**src/rtl/laplace_lut_pkg.sv**
```systemverilog
// Shared constants and state encoding for the Laplace LUT sequencer.
// The state codes also appear on the which_state debug output.
package laplace_lut_pkg;

    localparam int unsigned ROM_ADDR_W = 10;
    localparam int unsigned BASE_SHIFT = 2;
    localparam int unsigned DIR_STRIDE = 2;

    typedef enum logic [3:0] {
        ST_IDLE    = 4'd0,
        ST_RD_BASE = 4'd1,
        ST_RD_LEN  = 4'd2,
        ST_LEN_CAP = 4'd3,
        ST_FETCH   = 4'd4,
        ST_CAPT    = 4'd5,
        ST_PRESENT = 4'd6,
        ST_DONE    = 4'd7
    } state_e;

endpackage

```
**src/rtl/laplace_lut_sequencer.sv**
```systemverilog
// Reads a directory record from the character ROM, then streams that entry's
// characters one at a time over a valid/ready byte interface.
import laplace_lut_pkg::*;

module laplace_lut_sequencer #(
    parameter int IDX_W = 5,
    parameter int LEN_W = 8
) (
    input  logic                  clk,
    input  logic                  rst,
    input  logic                  start,
    input  logic [IDX_W-1:0]      idx,
    input  logic                  abort,
    output logic                  rom_rd,
    output logic [9:0]            rom_addr,
    input  logic [7:0]            rom_data,
    output logic [7:0]            out_char,
    output logic                  out_valid,
    input  logic                  out_ready,
    output logic                  busy,
    output logic                  done,
    output logic [LEN_W-1:0]      chars_remaining,
    output logic [3:0]            which_state
);

    localparam logic [LEN_W-1:0] LEN_ONE = {{(LEN_W-1){1'b0}}, 1'b1};

    state_e                  state_r;
    state_e                  state_next_s;
    logic [IDX_W-1:0]        idx_r;
    logic [IDX_W-1:0]        idx_next_s;
    logic [7:0]              base_r;
    logic [ROM_ADDR_W-1:0]   k_r;
    logic [ROM_ADDR_W-1:0]   k_next_s;
    logic [LEN_W-1:0]        remaining_r;
    logic [LEN_W-1:0]        remaining_next_s;
    logic [ROM_ADDR_W-1:0]   dir_addr_s;
    logic [ROM_ADDR_W-1:0]   addr_next_s;
    logic                    handshake_s;
    logic                    rom_rd_r;
    logic [ROM_ADDR_W-1:0]   rom_addr_r;
    logic [7:0]              out_char_r;
    logic                    out_valid_r;
    logic                    busy_r;
    logic                    done_r;

    // Next-state, captured index, offset and remaining-count logic.
    always_comb begin
        state_next_s     = state_r;
        idx_next_s       = idx_r;
        k_next_s         = k_r;
        remaining_next_s = remaining_r;
        handshake_s      = (state_r == ST_PRESENT) && out_valid_r && out_ready;
        if (abort && (state_r != ST_IDLE)) begin
            state_next_s     = ST_IDLE;
            remaining_next_s = '0;
        end else begin
            case (state_r)
                ST_IDLE: begin
                    if (start) begin
                        state_next_s = ST_RD_BASE;
                        idx_next_s   = idx;
                    end else begin
                        state_next_s = ST_IDLE;
                    end
                end
                ST_RD_BASE: state_next_s = ST_RD_LEN;
                ST_RD_LEN:  state_next_s = ST_LEN_CAP;
                ST_LEN_CAP: begin
                    remaining_next_s = LEN_W'(rom_data);
                    k_next_s         = '0;
                    if (rom_data == 8'd0) begin
                        state_next_s = ST_DONE;
                    end else begin
                        state_next_s = ST_FETCH;
                    end
                end
                ST_FETCH:   state_next_s = ST_CAPT;
                ST_CAPT:    state_next_s = ST_PRESENT;
                ST_PRESENT: begin
                    if (handshake_s) begin
                        remaining_next_s = remaining_r - LEN_ONE;
                        k_next_s         = k_r + 10'd1;
                        if (remaining_r == LEN_ONE) begin
                            state_next_s = ST_DONE;
                        end else begin
                            state_next_s = ST_FETCH;
                        end
                    end else begin
                        state_next_s = ST_PRESENT;
                    end
                end
                ST_DONE:    state_next_s = ST_IDLE;
                default:    state_next_s = ST_IDLE;
            endcase
        end
    end

    // ROM address for the state being entered, so the read port can be registered.
    always_comb begin
        dir_addr_s  = ROM_ADDR_W'(idx_next_s * DIR_STRIDE);
        addr_next_s = rom_addr_r;
        case (state_next_s)
            ST_RD_BASE: addr_next_s = dir_addr_s;
            ST_RD_LEN:  addr_next_s = dir_addr_s + 10'd1;
            ST_FETCH:   addr_next_s = (ROM_ADDR_W'(base_r) << BASE_SHIFT) + k_next_s;
            default:    addr_next_s = rom_addr_r;
        endcase
    end

    // State, datapath and registered output updates.
    always_ff @(posedge clk) begin
        if (rst) begin
            state_r     <= ST_IDLE;
            idx_r       <= '0;
            base_r      <= 8'd0;
            k_r         <= '0;
            remaining_r <= '0;
            rom_rd_r    <= 1'b0;
            rom_addr_r  <= '0;
            out_char_r  <= 8'd0;
            out_valid_r <= 1'b0;
            busy_r      <= 1'b0;
            done_r      <= 1'b0;
        end else begin
            state_r     <= state_next_s;
            idx_r       <= idx_next_s;
            k_r         <= k_next_s;
            remaining_r <= remaining_next_s;
            if (state_r == ST_RD_LEN) begin
                base_r <= rom_data;
            end
            if (state_r == ST_CAPT) begin
                out_char_r <= rom_data;
            end
            rom_rd_r    <= (state_next_s == ST_RD_BASE) || (state_next_s == ST_RD_LEN) ||
                           (state_next_s == ST_FETCH);
            rom_addr_r  <= addr_next_s;
            out_valid_r <= (state_next_s == ST_PRESENT);
            busy_r      <= (state_next_s != ST_IDLE);
            done_r      <= (state_next_s == ST_DONE);
        end
    end

    assign rom_rd          = rom_rd_r;
    assign rom_addr        = rom_addr_r;
    assign out_char        = out_char_r;
    assign out_valid       = out_valid_r;
    assign busy            = busy_r;
    assign done            = done_r;
    assign chars_remaining = remaining_r;
    assign which_state     = state_r;

endmodule

```
**config.mk**
```make
export PLATFORM = sky130hd
export DESIGN_NAME = laplace_lut_sequencer
export DESIGN_NICKNAME = d
export VERILOG_FILES = /design/src/rtl/laplace_lut_pkg.sv /design/src/rtl/laplace_lut_sequencer.sv
export SDC_FILE = /design/constraint.sdc
export NUM_CORES = 1
export LEC_CHECK = 0
export BUFFER_PORTS_ARGS = -buffer_cell sky130_fd_sc_hd__buf_2
export CORE_ASPECT_RATIO = 0.9
export CORE_UTILIZATION = 56
export DETAILED_ROUTE_END_ITERATION = 7
export PLACE_DENSITY = 0.79
export SETUP_SLACK_MARGIN = 0.2
export SYNTH_ARGS = -nofsm -noshare
export SYNTH_HDL_FRONTEND = slang
export SYNTH_SLANG_ARGS = --single-unit
```
**constraint.sdc**
```tcl
create_clock -name clk -period 3.8 [get_ports clk]
set_input_delay 0.57 -clock clk [delete_from_list [all_inputs] [get_ports clk]]
set_output_delay 0.57 -clock clk [all_outputs]
set_load 0.02 [all_outputs]
```
==> results.sh, run 1 <==
export IMPL_die_x_um=80.4
export IMPL_critical_path_cell_chain="o31ai_2 -> and4_1 -> nand2_1 -> mux2i_1 -> ha_1 -> nor2b_1 -> o21ai_0 -> a21boi_0 -> o21a_1 -> o21a_1 -> o32ai_1"
export IMPL_async_flop_share=0
export IMPL_diodes=0
export IMPL_grt_pass1_wl_um=11600
export IMPL_vdd_ir_drop_worst_mv=0.210
export IMPL_pwr_share_clk=0.313
export IMPL_tightest_slew_ns=0.714
export IMPL_die_y_um=72.6
export IMPL_grt_pass1_vias=2506
export IMPL_pre_cts_slack_ns=0.521
export IMPL_yosysTopAreaCell="dfxtp_1"
export IMPL_ys_warn_count=0
export IMPL_period_needed_ns=3.28
export IMPL_cts_root_buf="clkbuf_8"
export IMPL_slew_headroom=0.521
export IMPL_ys_types=72
export IMPL_pwr_share_comb=0.139
export IMPL_grtUsageTotal=0.261
export IMPL_cpMostUsedCell="o21a_1"
export IMPL_synth_flop_cell="dfxtp_1"
export IMPL_slowest_delay_ns=0.72
export IMPL_drive_gt1_frac=0.195
export IMPL_worstHoldStart="rom_addr[1]"
export IMPL_final_nets=433
export IMPL_fmax_ghz=0.304
export IMPL_htreeDepth=2
export IMPL_dpl_cell_area_um2=3320
export IMPL_path_max_fanout=17
export IMPL_rows=25
export IMPL_wire_per_inst_um=15.4
export IMPL_place_gp_congestion=0.894
export IMPL_cts_sinks=56
export IMPL_cap_violations=0
export IMPL_port_buffers=50
export IMPL_final_common_cell="dfxtp_1"
export IMPL_layout_common_cells="dfxtp_1, buf_2, nand2_1, nor2_1, a21oi_1"
export IMPL_cp_data_required_time_ns=4.04
export IMPL_worst_setup_path_type="reg -> reg"
export IMPL_fin_hold_ws_ns=0.462
export IMPL_antenna_left=0
export IMPL_hold_path_class="reg -> reg"
export IMPL_p_int_uw=799
export IMPL_r2r_cells=11
export IMPL_r2r_start="which_state[2]"
export IMPL_synth_seq_cells=56
export IMPL_setup_viol=0
export IMPL_cts_tree="yes"
export IMPL_ys_seq_area_frac=0.362
export IMPL_syn_inst=364
export IMPL_p_per_area_nw_per_um2=333
export IMPL_grt_start_max_net_pins=34
export IMPL_worstPathArrival_ns=3.52
export IMPL_final_cells=472
export IMPL_drv_slew=0
export IMPL_synth_cell_area_um2=3100
export IMPL_power_switching_uw=337
export IMPL_hpwl_um=5290
export IMPL_synth_fp_nets=393
export IMPL_fin_ws_ns=0.516
export IMPL_dr_total_vias=2760
export IMPL_clk_pin_slew_ns=0.11
export IMPL_drt_iter0_markers=204
export IMPL_die_area_um2=5830
export IMPL_antenna_found_initial=0
export IMPL_fillers=474
export IMPL_ios=52
export IMPL_worstSetupStartpointType="register"
export IMPL_avgSynthCellArea_um2=8.51
export IMPL_vias_per_cell=5.85
export IMPL_post_route_period_util=0.864
export IMPL_clock_path_buffers=2
export IMPL_hold_violations=0
export IMPL_worstSetupEndpointType="register"
export IMPL_sw_frac_of_total=0.297
export IMPL_seqPwrFrac=0.548
export IMPL_wirelength_um=7280
export IMPL_fin_area_um2=3420
export IMPL_synth_edf_count=0
export IMPL_worstHoldPathCells=2
export IMPL_r2r_setup_slack_ns=0.52
export IMPL_p_leak_nw=1.48
export IMPL_placed_cells=464
export IMPL_hold_path_end="rom_addr[1]"
export IMPL_yosys_area_top_type_share=0.362
export IMPL_cpMaxStageDelayCell="o31ai_2"
export IMPL_drt_pre_antenna_iters=5
export IMPL_rr_endpoint="rom_addr[8]"
export IMPL_areaGrowthSynthToFinish_pct=10.3
export IMPL_rsz0062_at_grt="no"
export IMPL_initial_core_util=0.586
export IMPL_utilization=0.646
export IMPL_cts_buffers_inserted=5
export IMPL_total_power_mw=1.14
export IMPL_yosys_top_cells_area="dfxtp_1, mux2i_1, nand2_1, nor2_1, a21oi_1"
export IMPL_status="completed"
export IMPL_fin_tns_setup_ns=0
export IMPL_grt_ovfl_total=0
export IMPL_clock_latency_ns=0.32
export IMPL_drc=0
export IMPL_core_um2=5290
export IMPL_skew_ns=0.00725
## critical path: cells and delay by family (launching register included)
| kind | cells | cell delay, ns |
|---|---|---|
| DFF | 1 | 0.50 |
| AOI/OAI and AO/OA | 6 | 1.61 |
| and+or+nand+nor | 3 | 0.60 |
| adders and majority gates | 1 | 0.30 |
| muxes | 1 | 0.19 |
## worst max path at each step
stage,startpoint,to,slack [ns],cells after the start
after floorplan,which_state[0],rom_addr[8],0.96,14
after global placement,which_state[1],rom_addr[8],0.75,13
after detailed placement,which_state[1],rom_addr[8],0.52,13
after CTS,which_state[1],rom_addr[8],0.49,13
after global routing,which_state[2],rom_addr[8],0.21,12
final,which_state[2],rom_addr[8],0.52,11
## area by class of cell
class,count,area (um2),area share
multi-input combinational,275,1800,0.527
clock buffer,5,68.8,0.0201
timing repair buffer,51,258,0.0755
tap,67,83.8,0.0245
sequential,56,1120,0.329
clock inverter,3,27.5,0.00806
inverter,15,56.3,0.0165
## cells in the mapped netlist, types with 5 or more instances
cell type,n
a211oi_1,5
a21oi_1,28
and2_1,10
clkbuf_1,6
dfxtp_1,56
ha_1,10
inv_1,15
mux2i_1,19
nand2_1,44
nand3_1,12
nor2_1,44
nor3_1,10
nor3b_1,5
o21ai_0,13
o21ai_1,6
## power by group through the flow
stage | registers [mW] | logic (mW) | clock network, mW
after floorplan | 0.640 | 0.111 | 0
after global placement | 0.634 | 0.154 | 0
after detailed placement | 0.635 | 0.156 | 0
after CTS | 0.622 | 0.157 | 0.359
after global routing | 0.625 | 0.172 | 0.384
final | 0.622 | 0.158 | 0.356
## what timing repair did
item | CTS | global route
endpoints found under the hold margin | 0 | 0
endpoints found under the setup margin | 0 | 1
gates resized for setup | 0 | 1
setup buffers | 0 | 0
hold buffers | 0 | 0
## routing by layer
| metal | track usage | part of all wire |
|---|---|---|
| met5 | 0 | 0 |
| met4 | 0.0992 | 0.018 |
| met3 | 0.0415 | 0.048 |
| met2 | 0.405 | 0.46 |
| met1 | 0.364 | 0.47 |
## kinds of logic (layout without fill, tap and decap cells)
| logic type | Yosys count | after routing | share of synthesized area |
|---|---|---|---|
| AND/OR/NAND/NOR | 151 | 151 | 0.253 |
| other | 1 | 1 | 0.00121 |
| flip-flops | 56 | 56 | 0.362 |
| XOR/XNOR | 4 | 4 | 0.0158 |
| multiplexers | 20 | 20 | 0.0650 |
| AO/OA/AOI/OAI | 88 | 88 | 0.199 |
| buffers and inverters | 33 | 74 | 0.0573 |
| adder cells (fa/ha/maj) | 11 | 11 | 0.0469 |
## state kept, by name, indices dropped and copies added (netlist names)
name / cells
base_r: 8
busy: 1
chars_remaining: 8
done: 1
idx_r: 5
k_r: 10
out_char: 8
out_valid: 1
rom_addr: 10
rom_rd: 1
which_state: 3
Power figures use the tool's default switching activity.
==> run 2: changes to the inputs <==
--- a/config.mk
+++ b/config.mk
@@ -5,11 +5,12 @@
 export SDC_FILE = /design/constraint.sdc
 export NUM_CORES = 1
 export LEC_CHECK = 0
+export ABC_AREA = 1
 export BUFFER_PORTS_ARGS = -buffer_cell sky130_fd_sc_hd__buf_2
 export CORE_ASPECT_RATIO = 0.9
 export CORE_UTILIZATION = 56
 export DETAILED_ROUTE_END_ITERATION = 7
-export PLACE_DENSITY = 0.79
+export PLACE_DENSITY = 0.8
 export SETUP_SLACK_MARGIN = 0.2
 export SYNTH_ARGS = -nofsm -noshare
 export SYNTH_HDL_FRONTEND = slang
==> results.sh, run 2 <==
export IMPL_synthAdderAreaFrac=0.0476
export IMPL_die_y_um=72.0
export IMPL_fin_area_um2=3400
export IMPL_grt_start_max_net_pins=36
export IMPL_skew_ns=0.00897
export IMPL_htreeDepth=2
export IMPL_die_x_um=79.8
export IMPL_p_per_area_nw_per_um2=411
export IMPL_ios=52
export IMPL_core_um2=5260
export IMPL_fmax_ghz=0.320
export IMPL_ys_types=39
export IMPL_yosys_top_cells_area="dfxtp_1, nand2_1, a21oi_1, nand3_1, inv_1"
export IMPL_clock_latency_ns=0.32
export IMPL_final_cells=538
export IMPL_p_leak_nw=1.63
export IMPL_drv_slew=0
export IMPL_cts_tree="yes"
export IMPL_wire_per_inst_um=13.3
export IMPL_avgSynthCellArea_um2=7.16
export IMPL_fin_hold_ws_ns=0.461
export IMPL_clk_pin_slew_ns=0.11
export IMPL_post_route_period_util=0.823
export IMPL_tightest_slew_ns=0.664
export IMPL_muxShareOfSynthArea=0.0164
export IMPL_diodes=0
export IMPL_critical_path_cell_chain="nand3_4 -> nor2_2 -> nand2_1 -> o21ai_0 -> nand3_1 -> o21ai_0 -> inv_1 -> ha_1 -> nand3_1 -> nand2_1 -> a21oi_1 -> o21bai_1 -> nor2_1 -> nor2_1 -> nand2_1 -> a21oi_1"
export IMPL_synth_flop_cell="dfxtp_1"
export IMPL_synth_edf_count=0
export IMPL_place_gp_congestion=0.860
export IMPL_synthXorXnorAreaFrac=0.0144
export IMPL_grt_ovfl_total=0
export IMPL_cap_violations=0
export IMPL_port_buffers=50
export IMPL_drive_gt1_frac=0.180
export IMPL_slew_headroom=0.557
export IMPL_async_flop_share=0
export IMPL_drt_pre_antenna_iters=4
export IMPL_cpMaxStageDelayCell="dfxtp_1"
export IMPL_grt_pass1_wl_um=11900
export IMPL_grt_pass1_vias=2650
export IMPL_vdd_ir_drop_worst_mv=0.388
export IMPL_total_power_mw=1.40
export IMPL_synth_top_family_by_area="simple AND/OR/NAND/NOR gates"
export IMPL_initial_core_util=0.581
export IMPL_ys_seq_area_frac=0.367
export IMPL_synth_compound_area_frac=0.147
export IMPL_slowest_delay_ns=0.62
export IMPL_yosysMostFrequentCell="nand2_1"
export IMPL_synth_common_cells="nand2_1, dfxtp_1, inv_1, nor2_1, a21oi_1"
export IMPL_cp_data_required_time_ns=4.05
export IMPL_pre_cts_slack_ns=0.746
export IMPL_rows=25
export IMPL_yosysTopAreaCell="dfxtp_1"
export IMPL_setup_viol=0
export IMPL_antenna_found_initial=0
export IMPL_worstHoldStart="base_r[0]"
export IMPL_cts_buffers_inserted=5
export IMPL_placed_cells=530
export IMPL_wirelength_um=7150
export IMPL_status="completed"
export IMPL_rsz0062_at_grt="no"
export IMPL_synth_fp_nets=455
export IMPL_layout_common_cells="nand2_1, dfxtp_1, buf_2, inv_1, nor2_1"
export IMPL_synth_seq_cells=56
export IMPL_synth_cell_area_um2=3050
export IMPL_dr_total_vias=2977
export IMPL_worstSetupEndpointType="register"
export IMPL_dpl_cell_area_um2=3310
export IMPL_yosys_area_share_simple=0.319
export IMPL_path_max_fanout=14
export IMPL_fin_tns_setup_ns=0
export IMPL_worstSetupStartpointType="register"
export IMPL_utilization=0.647
export IMPL_cts_sinks=56
export IMPL_syn_inst=426
export IMPL_fin_ws_ns=0.671
export IMPL_hold_path_class="reg -> reg"
export IMPL_postCtsSetupBuffers=0
export IMPL_postCtsHoldBufs=0
export IMPL_hpwl_um=5410
export IMPL_final_nets=499
export IMPL_vias_per_cell=5.53
export IMPL_period_needed_ns=3.13
export IMPL_cpMostUsedCell="nand2_1"
export IMPL_drt_iter0_markers=263
export IMPL_worstPathArrival_ns=3.38
export IMPL_final_common_cell="nand2_1"
export IMPL_clock_path_buffers=2
export IMPL_ys_warn_count=0
export IMPL_areaGrowthSynthToFinish_pct=11.4
export IMPL_yosys_area_top_type_share=0.367
export IMPL_drc=0
export IMPL_startpoint="which_state[2]"
export IMPL_antenna_left=0
export IMPL_ctsResizeCount=0
export IMPL_cts_root_buf="clkbuf_8"
export IMPL_die_area_um2=5750
export IMPL_worst_setup_path_type="reg -> reg"
export IMPL_hold_violations=0
export IMPL_grtUsageTotal=0.264
export IMPL_r2r_start="which_state[2]"
-- run 2: layer usage --
layer | track usage | vias up | routed length [um]
li1 | - | 1497 | -
met1 | 0.365 | 1384 | 3420
met2 | 0.420 | 83 | 3190
met3 | 0.0415 | 13 | 424
met4 | 0.0913 | 0 | 114
met5 | 0 | - | 0
-- run 2: worst paths after layout --
path	slack, ns	cells past startpoint	endpoint
worst max-delay path	0.67	16	rom_addr[7]
worst min-delay path	0.46	2	base_r[0]
worst max register to register	0.67	16	rom_addr[7]
worst min register to register	0.46	2	base_r[0]
-- run 2: area by class of cell --
type,instances,area [um2]
tap,67,83.8
fill,493,1860
clock buffer,5,68.8
clock inverter,3,22.5
sequential,56,1120
multi-input combinational,307,1670
inverter,50,188
timing repair buffer,50,250
-- run 2: power by group --
part           internal [mW]  switching [mW]  total, mW
logic                  0.119           0.266      0.385
clock network          0.133           0.209      0.342
registers              0.637          0.0322      0.670
-- run 2: cell families after synthesis --
family,count (synthesis)
AOI/OAI and AO/OA,80
xor gates and xnor gates,5
adders and majority gates,11
buffers and inverters,63
DFF,56
muxes,5
other,1
and+or+nand+nor,205
-- run 2: critical path: cells and delay by family, from the launching register on --
kind	cells	cell delay (ns)
and+or+nand+nor	9	1.25
adders and majority gates	1	0.29
buffers and inverters	1	0.11
AOI/OAI and AO/OA	5	0.75
DFF	1	0.62
==> run 3: changes to the inputs <==
==> constraint.sdc (replaced) <==
create_clock -name clk -period 3.1 [get_ports clk]
set_input_delay 0.465 -clock clk [delete_from_list [all_inputs] [get_ports clk]]
set_output_delay 0.465 -clock clk [all_outputs]
set_load 0.02 [all_outputs]
==> results.sh, run 3 (same netlist as run 2, synthesis figures left out) <==
export IMPL_cts_root_buf="clkbuf_8"
export IMPL_areaGrowthSynthToFinish_pct=13.6
export IMPL_dpl_cell_area_um2=3340
export IMPL_r2r_cells=16
export IMPL_p_per_area_nw_per_um2=488
export IMPL_hold_violations=0
export IMPL_rsz0062_at_grt="no"
export IMPL_clk_pin_slew_ns=0.10
export IMPL_grt_ovfl_total=0
export IMPL_initial_core_util=0.581
export IMPL_total_power_mw=1.69
export IMPL_clock_latency_ns=0.31
export IMPL_startpoint="which_state[0]"
export IMPL_r2r_start="which_state[0]"
export IMPL_p_leak_nw=1.66
export IMPL_cts_sinks=56
export IMPL_place_gp_congestion=0.874
export IMPL_drc=0
export IMPL_vdd_ir_drop_worst_mv=0.477
export IMPL_grtUsageTotal=0.258
export IMPL_vias_per_cell=5.45
export IMPL_diodes=0
export IMPL_fin_tns_setup_ns=0
export IMPL_worstPathArrival_ns=2.80
export IMPL_worstHoldPathCells=3
export IMPL_hold_path_class="in -> reg"
export IMPL_worst_setup_path_type="reg -> reg"
export IMPL_post_route_period_util=0.845
export IMPL_period_needed_ns=2.62
export IMPL_drt_pre_antenna_iters=5
export IMPL_fillers=478
export IMPL_drv_slew=0
export IMPL_pre_cts_slack_ns=0.269
export IMPL_slew_headroom=0.653
export IMPL_placed_cells=534
export IMPL_final_nets=506
export IMPL_crit_end="rom_addr[7]"
export IMPL_grt_busiest_layer="met2"
export IMPL_cts_buffers_inserted=5
export IMPL_port_buffers=50
export IMPL_rows=25
export IMPL_cts_tree="yes"
export IMPL_die_area_um2=5750
export IMPL_worstSetupEndpointType="register"
export IMPL_grt_pass1_vias=2649
export IMPL_final_common_cell="nand2_1"
export IMPL_core_um2=5260
export IMPL_antenna_left=0
export IMPL_cap_violations=0
export IMPL_layout_common_cells="nand2_1, dfxtp_1, buf_2, inv_1, nor2_1"
export IMPL_drt_iter0_markers=240
export IMPL_ios=52
export IMPL_hpwl_um=5370
export IMPL_grt_use_met2=0.425
export IMPL_grt_pass1_wl_um=11800
export IMPL_final_cells=545
export IMPL_dr_total_vias=2972
export IMPL_die_y_um=72.0
export IMPL_antenna_found_initial=0
export IMPL_die_x_um=79.8
export IMPL_htreeDepth=2
export IMPL_wirelength_um=7180
export IMPL_status="completed"
export IMPL_fin_hold_ws_ns=0.408
export IMPL_clock_path_buffers=2
export IMPL_fin_ws_ns=0.480
export IMPL_r2r_setup_slack_ns=0.48
export IMPL_cp_data_required_time_ns=3.28
export IMPL_drive_gt1_frac=0.199
export IMPL_gr_usage_met3=0.0415
export IMPL_setup_viol=0
export IMPL_grt_start_max_net_pins=22
export IMPL_fmax_ghz=0.382
export IMPL_utilization=0.660
export IMPL_worstSetupStartpointType="register"
export IMPL_tightest_slew_ns=0.519
export IMPL_wire_per_inst_um=13.2
export IMPL_skew_ns=0.00823
export IMPL_gr_usage_met1=0.359
export IMPL_rr_endpoint="rom_addr[7]"
export IMPL_path_max_fanout=6
export IMPL_fin_area_um2=3470
## run 3: area by class of cell
cell class / instances / area, um2 / area share
multi-input combinational: 307 / 1680 / 0.483
sequential: 56 / 1130 / 0.325
timing repair buffer: 57 / 303 / 0.0874
inverter: 50 / 188 / 0.0542
tap: 67 / 83.8 / 0.0242
clock buffer: 6 / 72.6 / 0.0209
clock inverter: 2 / 16.3 / 0.00469
## run 3: repair_timing
item                       in CTS  in global routing
setup buffers                   0                  3
gates resized for setup         0                  8
setup endpoints to repair       0                  6
hold buffers                    0                  0
## run 3: critical path, cell delays in order (launching register included)
cell,delay (ns)
dfxtp_1,0.39
inv_2,0.13
nand3_4,0.12
nor2_4,0.18
buf_4,0.13
nand3_1,0.07
or2_2,0.30
nand2_1,0.07
ha_1,0.29
a21oi_1,0.17
nand2_1,0.13
a21oi_1,0.16
o21bai_1,0.10
nor2_1,0.09
nor2_1,0.05
nand2_1,0.06
a21oi_1,0.05
## run 3: worst min-delay path by stage
| stage | start | end | slack, ns |
|---|---|---|---|
| 2_1_floorplan | base_r[0] | base_r[0] | 0.43 |
| 3_3_place_gp | out_char[3] | out_char[3] | 0.45 |
| 3_5_place_dp | out_char[5] | out_char[5] | 0.45 |
| 4_1_cts | idx[1] | idx_r[1] | 0.40 |
| 5_1_grt | idx[1] | idx_r[1] | 0.42 |
| 6_report | idx[1] | idx_r[1] | 0.41 |
## run 3: report_power, final
| group | leakage, nW | switching [mW] | internal (mW) |
|---|---|---|---|
| clock | 0.0414 | 0.240 | 0.161 |
| sequential | 0.457 | 0.0385 | 0.782 |
| combinational | 1.16 | 0.323 | 0.148 |
## run 3: routing by layer
layer	share of wire	up-vias
li1	-	1502
met1	0.47	1364
met2	0.46	96
met3	0.056	10
met4	0.011	0
met5	0	-
